<file path="src/rtl/pipeline_hazard_ctrl.sv">
// Hazard and sequencing controller for a 5-stage RISC-V pipeline.
// Resolves load-use stalls, taken-branch flushes and multi-cycle MUL/DIV
// occupancy of EX, and keeps a saturating count of PC-stall cycles.
module pipeline_hazard_ctrl #(
    parameter int unsigned MULDIV_CYCLES = 4,   // EX occupancy of MUL/DIV, 2..255
    parameter int unsigned CNT_W         = 16   // width of stall_count
) (
    input  logic             clk,
    input  logic             reset,
    input  logic             id_valid,
    input  logic [4:0]       id_rs1,
    input  logic [4:0]       id_rs2,
    input  logic             id_uses_rs1,
    input  logic             id_uses_rs2,
    input  logic             ex_valid,
    input  logic [4:0]       ex_rd,
    input  logic             ex_mem_read,
    input  logic             ex_is_muldiv,
    input  logic             ex_branch_taken,
    output logic             pc_write_en,
    output logic             if_id_write_en,
    output logic             if_id_flush,
    output logic             id_ex_write_en,
    output logic             id_ex_bubble,
    output logic             ex_mem_bubble,
    output logic             muldiv_start,
    output logic             muldiv_busy,
    output logic [CNT_W-1:0] stall_count
);

    typedef enum logic [0:0] {
        RUN     = 1'b0,
        MD_WAIT = 1'b1
    } state_e;

    // Entry cycle and the cnt==0 release cycle are not counted by cnt.
    localparam logic [7:0] CNT_INIT = 8'(MULDIV_CYCLES - 2);

    state_e           state_q, state_d;
    logic [7:0]       cnt_q, cnt_d;
    logic             busy_q, busy_d;
    logic [CNT_W-1:0] stall_count_q, stall_count_d;
    logic             load_use;

    assign load_use = ex_valid && ex_mem_read && (ex_rd != 5'd0) && id_valid &&
                      ((id_uses_rs1 && (id_rs1 == ex_rd)) ||
                       (id_uses_rs2 && (id_rs2 == ex_rd)));

    // Mealy control outputs and next-state selection.
    // NOTE: every output and _d signal gets a default first so no path leaves it unassigned (no latch).
    always_comb begin
        pc_write_en    = 1'b1;
        if_id_write_en = 1'b1;
        if_id_flush    = 1'b0;
        id_ex_write_en = 1'b1;
        id_ex_bubble   = 1'b0;
        ex_mem_bubble  = 1'b0;
        muldiv_start   = 1'b0;
        state_d        = state_q;
        cnt_d          = cnt_q;

        // While reset is high the state flops already hold RUN; the inputs
        // are additionally masked so no hazard action is issued.
        if (!reset) begin
            case (state_q)
                RUN: begin
                    if (ex_valid && ex_is_muldiv) begin
                        muldiv_start   = 1'b1;
                        pc_write_en    = 1'b0;
                        if_id_write_en = 1'b0;
                        id_ex_write_en = 1'b0;
                        ex_mem_bubble  = 1'b1;
                        cnt_d          = CNT_INIT;
                        state_d        = MD_WAIT;
                    end else if (ex_branch_taken) begin
                        // Enables stay high so the PC loads the branch target.
                        if_id_flush  = 1'b1;
                        id_ex_bubble = 1'b1;
                    end else if (load_use) begin
                        // The bubble removes the load from EX, so this lasts one cycle.
                        pc_write_en    = 1'b0;
                        if_id_write_en = 1'b0;
                        id_ex_write_en = 1'b0;
                        id_ex_bubble   = 1'b1;
                    end
                end
                MD_WAIT: begin
                    if (cnt_q != 8'd0) begin
                        pc_write_en    = 1'b0;
                        if_id_write_en = 1'b0;
                        id_ex_write_en = 1'b0;
                        ex_mem_bubble  = 1'b1;
                        cnt_d          = cnt_q - 8'd1;
                    end else begin
                        // Release cycle: MUL/DIV result moves to EX/MEM on this edge.
                        state_d = RUN;
                    end
                end
            endcase
        end

        busy_d = (state_d == MD_WAIT);

        if (!pc_write_en && (stall_count_q != {CNT_W{1'b1}})) begin
            stall_count_d = stall_count_q + CNT_W'(1);
        end else begin
            stall_count_d = stall_count_q;
        end
    end

    // State, counters and the registered busy flag.
    // NOTE: sequential state uses non-blocking assignments so all flops update from pre-edge values.
    always_ff @(posedge clk or posedge reset) begin
        if (reset) begin
            state_q       <= RUN;
            cnt_q         <= 8'd0;
            busy_q        <= 1'b0;
            stall_count_q <= '0;
        end else begin
            state_q       <= state_d;
            cnt_q         <= cnt_d;
            busy_q        <= busy_d;
            stall_count_q <= stall_count_d;
        end
    end

    assign muldiv_busy = busy_q;
    assign stall_count = stall_count_q;

endmodule

</file>
<file path="config.mk">
export PLATFORM = sky130hd
export DESIGN_NAME = pipeline_hazard_ctrl
export DESIGN_NICKNAME = d
export VERILOG_FILES = /design/src/rtl/pipeline_hazard_ctrl.sv
export SDC_FILE = /design/constraint.sdc
export NUM_CORES = 1
export LEC_CHECK = 0
export ABC_AREA = 1
export ABC_CLOCK_PERIOD_IN_PS = 4100
export CAP_MARGIN = 15
export CORE_MARGIN = 2
export CORE_UTILIZATION = 53
export DETAILED_ROUTE_END_ITERATION = 8
export GPL_TIMING_DRIVEN = 0
export PLACE_DENSITY = 0.86
export SYNTH_ARGS = -nofsm -noshare
export SYNTH_HDL_FRONTEND = slang
export SYNTH_SLANG_ARGS = --single-unit
</file>
<file path="constraint.sdc">
create_clock -name clk -period 4.1 [get_ports clk]
set_input_delay 0.82 -clock clk [delete_from_list [all_inputs] [get_ports clk]]
set_output_delay 0.82 -clock clk [all_outputs]
set_load 0.02 [all_outputs]
</file>
==> insert_results.sql <==
INSERT INTO impl_metrics (metric_group, metric, value, unit) VALUES
('clocking', 'tritoncts', 'yes', ''),
('floorplanning', 'initial_core_util', '55.85', '%'),
('clocking', 'cts.root.buffer_cell', 'sky130_fd_sc_hd__clkbuf_4', ''),
('synthesis', 'synth_fa_ha_area_share', '1.983', '%'),
('setup_path', 'cpMostUsedCell', 'sky130_fd_sc_hd__clkdlybuf4s50_1', ''),
('status', 'status', 'complete, no violations', ''),
('route', 'viasPerCell', '4.972', ''),
('route', 'drt_wl_total', '3.908', 'mm'),
('synthesis', 'synth_top_family_by_area', 'simple AND/OR/NAND/NOR gates', ''),
('route', 'drt-initial-drc-count', '92', ''),
('setup_path', 'startpoint_type', 'input port', ''),
('route', 'vias', '1790', ''),
('synthesis', 'yosys_register_bits', '25', ''),
('clocking', 'clkTransAtPathRegs', '0.13', 'ns'),
('synthesis', 'synth.yosys.warnings', '0', ''),
('power_and_ir_drop', 'p_leak', '1.184', 'nW'),
('clocking', 'postCtsSetupRepairBufs', '0', ''),
('power_and_ir_drop', 'power_density', '370.1', 'mW/mm2'),
('place', 'port-buffer-count', '47', ''),
('clocking', 'clock_latency', '0.32', 'ns'),
('synthesis', 'synthesized_area_fraction_occupied_by_ao_oa_aoi_and_oai_cells', '3.635', '%'),
('floorplanning', 'placeableCoreArea', '0.003390', 'mm2'),
('synthesis', 'dominantRegCellSynth', 'sky130_fd_sc_hd__dfrtp_1', ''),
('route', 'routedWlPerCell', '10.86', 'um'),
('sta', 'summed_negative_setup_slack_over_all_endpoints', '0', 'ns'),
('clocking', 'holdBufCountCts', '0', ''),
('hold_path', 'holdCritPathClass', 'reg2reg', ''),
('clocking', 'cts-buffers-inserted', '3', ''),
('sta', 'max-slew-margin-rel', '72.31', '%'),
('sta', 'fmax', '262.0', 'MHz'),
('setup_path', 'critPathKind', 'in2out', ''),
('global_route', 'grt_max_degree', '28', ''),
('synthesis', 'synth_area', '0.001893', 'mm2'),
('sta', 'worst_pin_slew', '0.4138', 'ns'),
('final_layout', 'most-common-layout-cells', 'sky130_fd_sc_hd__nand2_1, sky130_fd_sc_hd__clkdlybuf4s50_1, sky130_fd_sc_hd__inv_1, sky130_fd_sc_hd__nand3_1, sky130_fd_sc_hd__dfrtp_1', ''),
('route', 'drt.antenna.violating_nets', '0', ''),
('sta', 'clock-skew-final', '0.003486', 'ns'),
('sta', 'final-hold-violation-count', '0', ''),
('setup_path', 'critPathArrivalTime', '3.00', 'ns'),
('synthesis', 'syn-num-nets', '290', ''),
('final_layout', 'mostFrequentLayoutCell', 'sky130_fd_sc_hd__nand2_1', ''),
('synthesis', 'syn-mean-instance-area', '7.198', 'um2'),
('floorplanning', 'dieWidth', '63.77', 'um'),
('synthesis', 'post_synth_inst_count', '263', ''),
('setup_path', 'worst_r2r_startpoint', 'stall_count[0]$_DFFE_PP0P_', ''),
('floorplanning', 'count_of_pins_on_the_block_boundary', '48', ''),
('global_route', 'grt_antenna_before_repair', '0', ''),
('place', 'detailed_place_hpwl', '2.948', 'mm'),
('clocking', 'cts.sink_count', '25', ''),
('final_layout', 'nNetsFinal', '342', ''),
('hold_path', 'hold_path_startpoint', 'stall_count[15]$_DFFE_PP0P_', ''),
('synthesis', 'synthSimpleGateAreaFrac', '43.75', '%'),
('clocking', 'clock_tree_buf_depth', '2', ''),
('clocking', 'cts_htree_levels', '1', ''),
('synthesis', 'synthDistinctLibCells', '33', ''),
('final_layout', 'number_of_cells_in_the_finished_layout_apart_from_fillers', '360', ''),
('setup_path', 'cp_endpoint_kind', 'output port', ''),
('place', 'placed_cells_incl_taps', '356', ''),
('setup_path', 'slowest_stage_delay_cp', '0.53', 'ns'),
('global_route', 'global_route_wire_length_before_repair', '6.948', 'mm'),
('floorplanning', 'die-area', '0.004066', 'mm2'),
('setup_path', 'worstPathRequired', '3.28', 'ns'),
('place', 'gp_congestion', '0.8750', ''),
('global_route', 'number_of_global_route_vias_before_repair', '1620', ''),
('floorplanning', 'dieHeight', '63.77', 'um'),
('final_layout', 'layout-drive-gt1-share', '14.97', '%'),
('final_layout', 'antennaDiodeCount', '0', ''),
('global_route', 'grt_overflow_total', '0', ''),
('setup_path', 'worstPathBufferInverterCount', '7', ''),
('synthesis', 'synth_edf_count', '0', ''),
('setup_path', 'critPathMaxFanout', '27', '');
## cells in the mapped netlist, types with 3 or more instances
master | n | area, um2
sky130_fd_sc_hd__a21oi_1 | 3 | 15.01
sky130_fd_sc_hd__dfrtp_1 | 25 | 625.6
sky130_fd_sc_hd__ha_1 | 3 | 37.54
sky130_fd_sc_hd__inv_1 | 27 | 101.4
sky130_fd_sc_hd__inv_2 | 10 | 37.54
sky130_fd_sc_hd__nand2_1 | 74 | 277.8
sky130_fd_sc_hd__nand2_2 | 15 | 93.84
sky130_fd_sc_hd__nand3_1 | 27 | 135.1
sky130_fd_sc_hd__nand4_1 | 4 | 25.02
sky130_fd_sc_hd__nor2_1 | 24 | 90.09
sky130_fd_sc_hd__nor2_2 | 4 | 25.02
sky130_fd_sc_hd__nor3_1 | 5 | 25.02
sky130_fd_sc_hd__o21ai_0 | 6 | 30.03
sky130_fd_sc_hd__xnor2_1 | 7 | 61.31
sky130_fd_sc_hd__xor2_1 | 8 | 70.07
## worst min-delay path: cells and delay by family, from the launching register on
kind | cells | cell delay, ns
DFF | 1 | 0.41
and+or+nand+nor | 2 | 0.12
## final timing paths
check / cells after the start / end / slack, ns
hold reg to reg: 2 / stall_count[15]$_DFFE_PP0P_ / 0.54
setup / recovery: 10 / if_id_write_en / 0.28
hold / removal: 2 / stall_count[15]$_DFFE_PP0P_ / 0.54
max in group asynchronous: 2 / stall_count[12]$_DFFE_PP0P_ / 2.96
min in group asynchronous: 2 / cnt_q[7]$_DFFE_PP0P_ / 0.88
setup reg to reg: 7 / stall_count[4]$_DFFE_PP0P_ / 2.33
## through the flow
step | setup WS (ns) | total power, mW | area (um2) | utilization [%] | hold slack (ns)
global route | 0.1312 | 0.9774 | 2450 | 72.28 | 0.5585
detailed placement | 0.09096 | 0.7987 | 2421 | 71.43 | 0.4938
global placement | 0.1198 | 0.7847 | 2421 | 71.43 | 0.5017
CTS | 0.07878 | 0.9148 | 2447 | 72.20 | 0.5297
floorplan | 1.256 | 0.6538 | 1893 | - | 0.5085
finish | 0.2827 | 0.9068 | 2450 | 72.28 | 0.5412
## cells by family after synthesis
logic type | after synthesis
and+or+nand+nor | 164
buffers and inverters | 43
DFF | 25
xor gates and xnor gates | 15
AOI/OAI and AO/OA | 13
adders and majority gates | 3
## report_power, final
group	internal, mW	total (mW)	switching, mW	leakage, nW
Clock	0.0381	0.111	0.0733	0.0150
Sequential	0.303	0.365	0.0618	0.332
Combinational	0.188	0.430	0.242	0.837
## area by class of cell
| cell class | count | area, um2 |
|---|---|---|
| buffer | 5 | 51.30 |
| clock buffer | 4 | 26.28 |
| fill | 262 | 939.7 |
| inverter | 38 | 152.6 |
| multi-input combinational | 195 | 1066 |
| sequential | 25 | 625.6 |
| tap | 46 | 57.56 |
| timing repair buffer | 47 | 470.5 |
## registers in the layout, indices dropped and copies added, names as in the netlist
| name | flops |
|---|---|
| cnt_q | 8 |
| stall_count | 16 |
| muldiv_busy | 1 |
## routing by layer
layer / share of wire (%) / vias up / GRT usage, %
li1: - / 927 / -
met3: 4.9 / 5 / 1.937
met1: 50 / 810 / 30.31
met2: 44 / 48 / 33.03
met4: 0.95 / 0 / 4.891
met5: 0 / - / 0
## timing repair
| item | in CTS | in global routing |
|---|---|---|
| gates resized for setup | 0 | 2 |
| endpoints found under the hold margin | 0 | 0 |
| endpoints found under the setup margin | 0 | 2 |
Note: power is estimated with default switching activity, not from simulation.
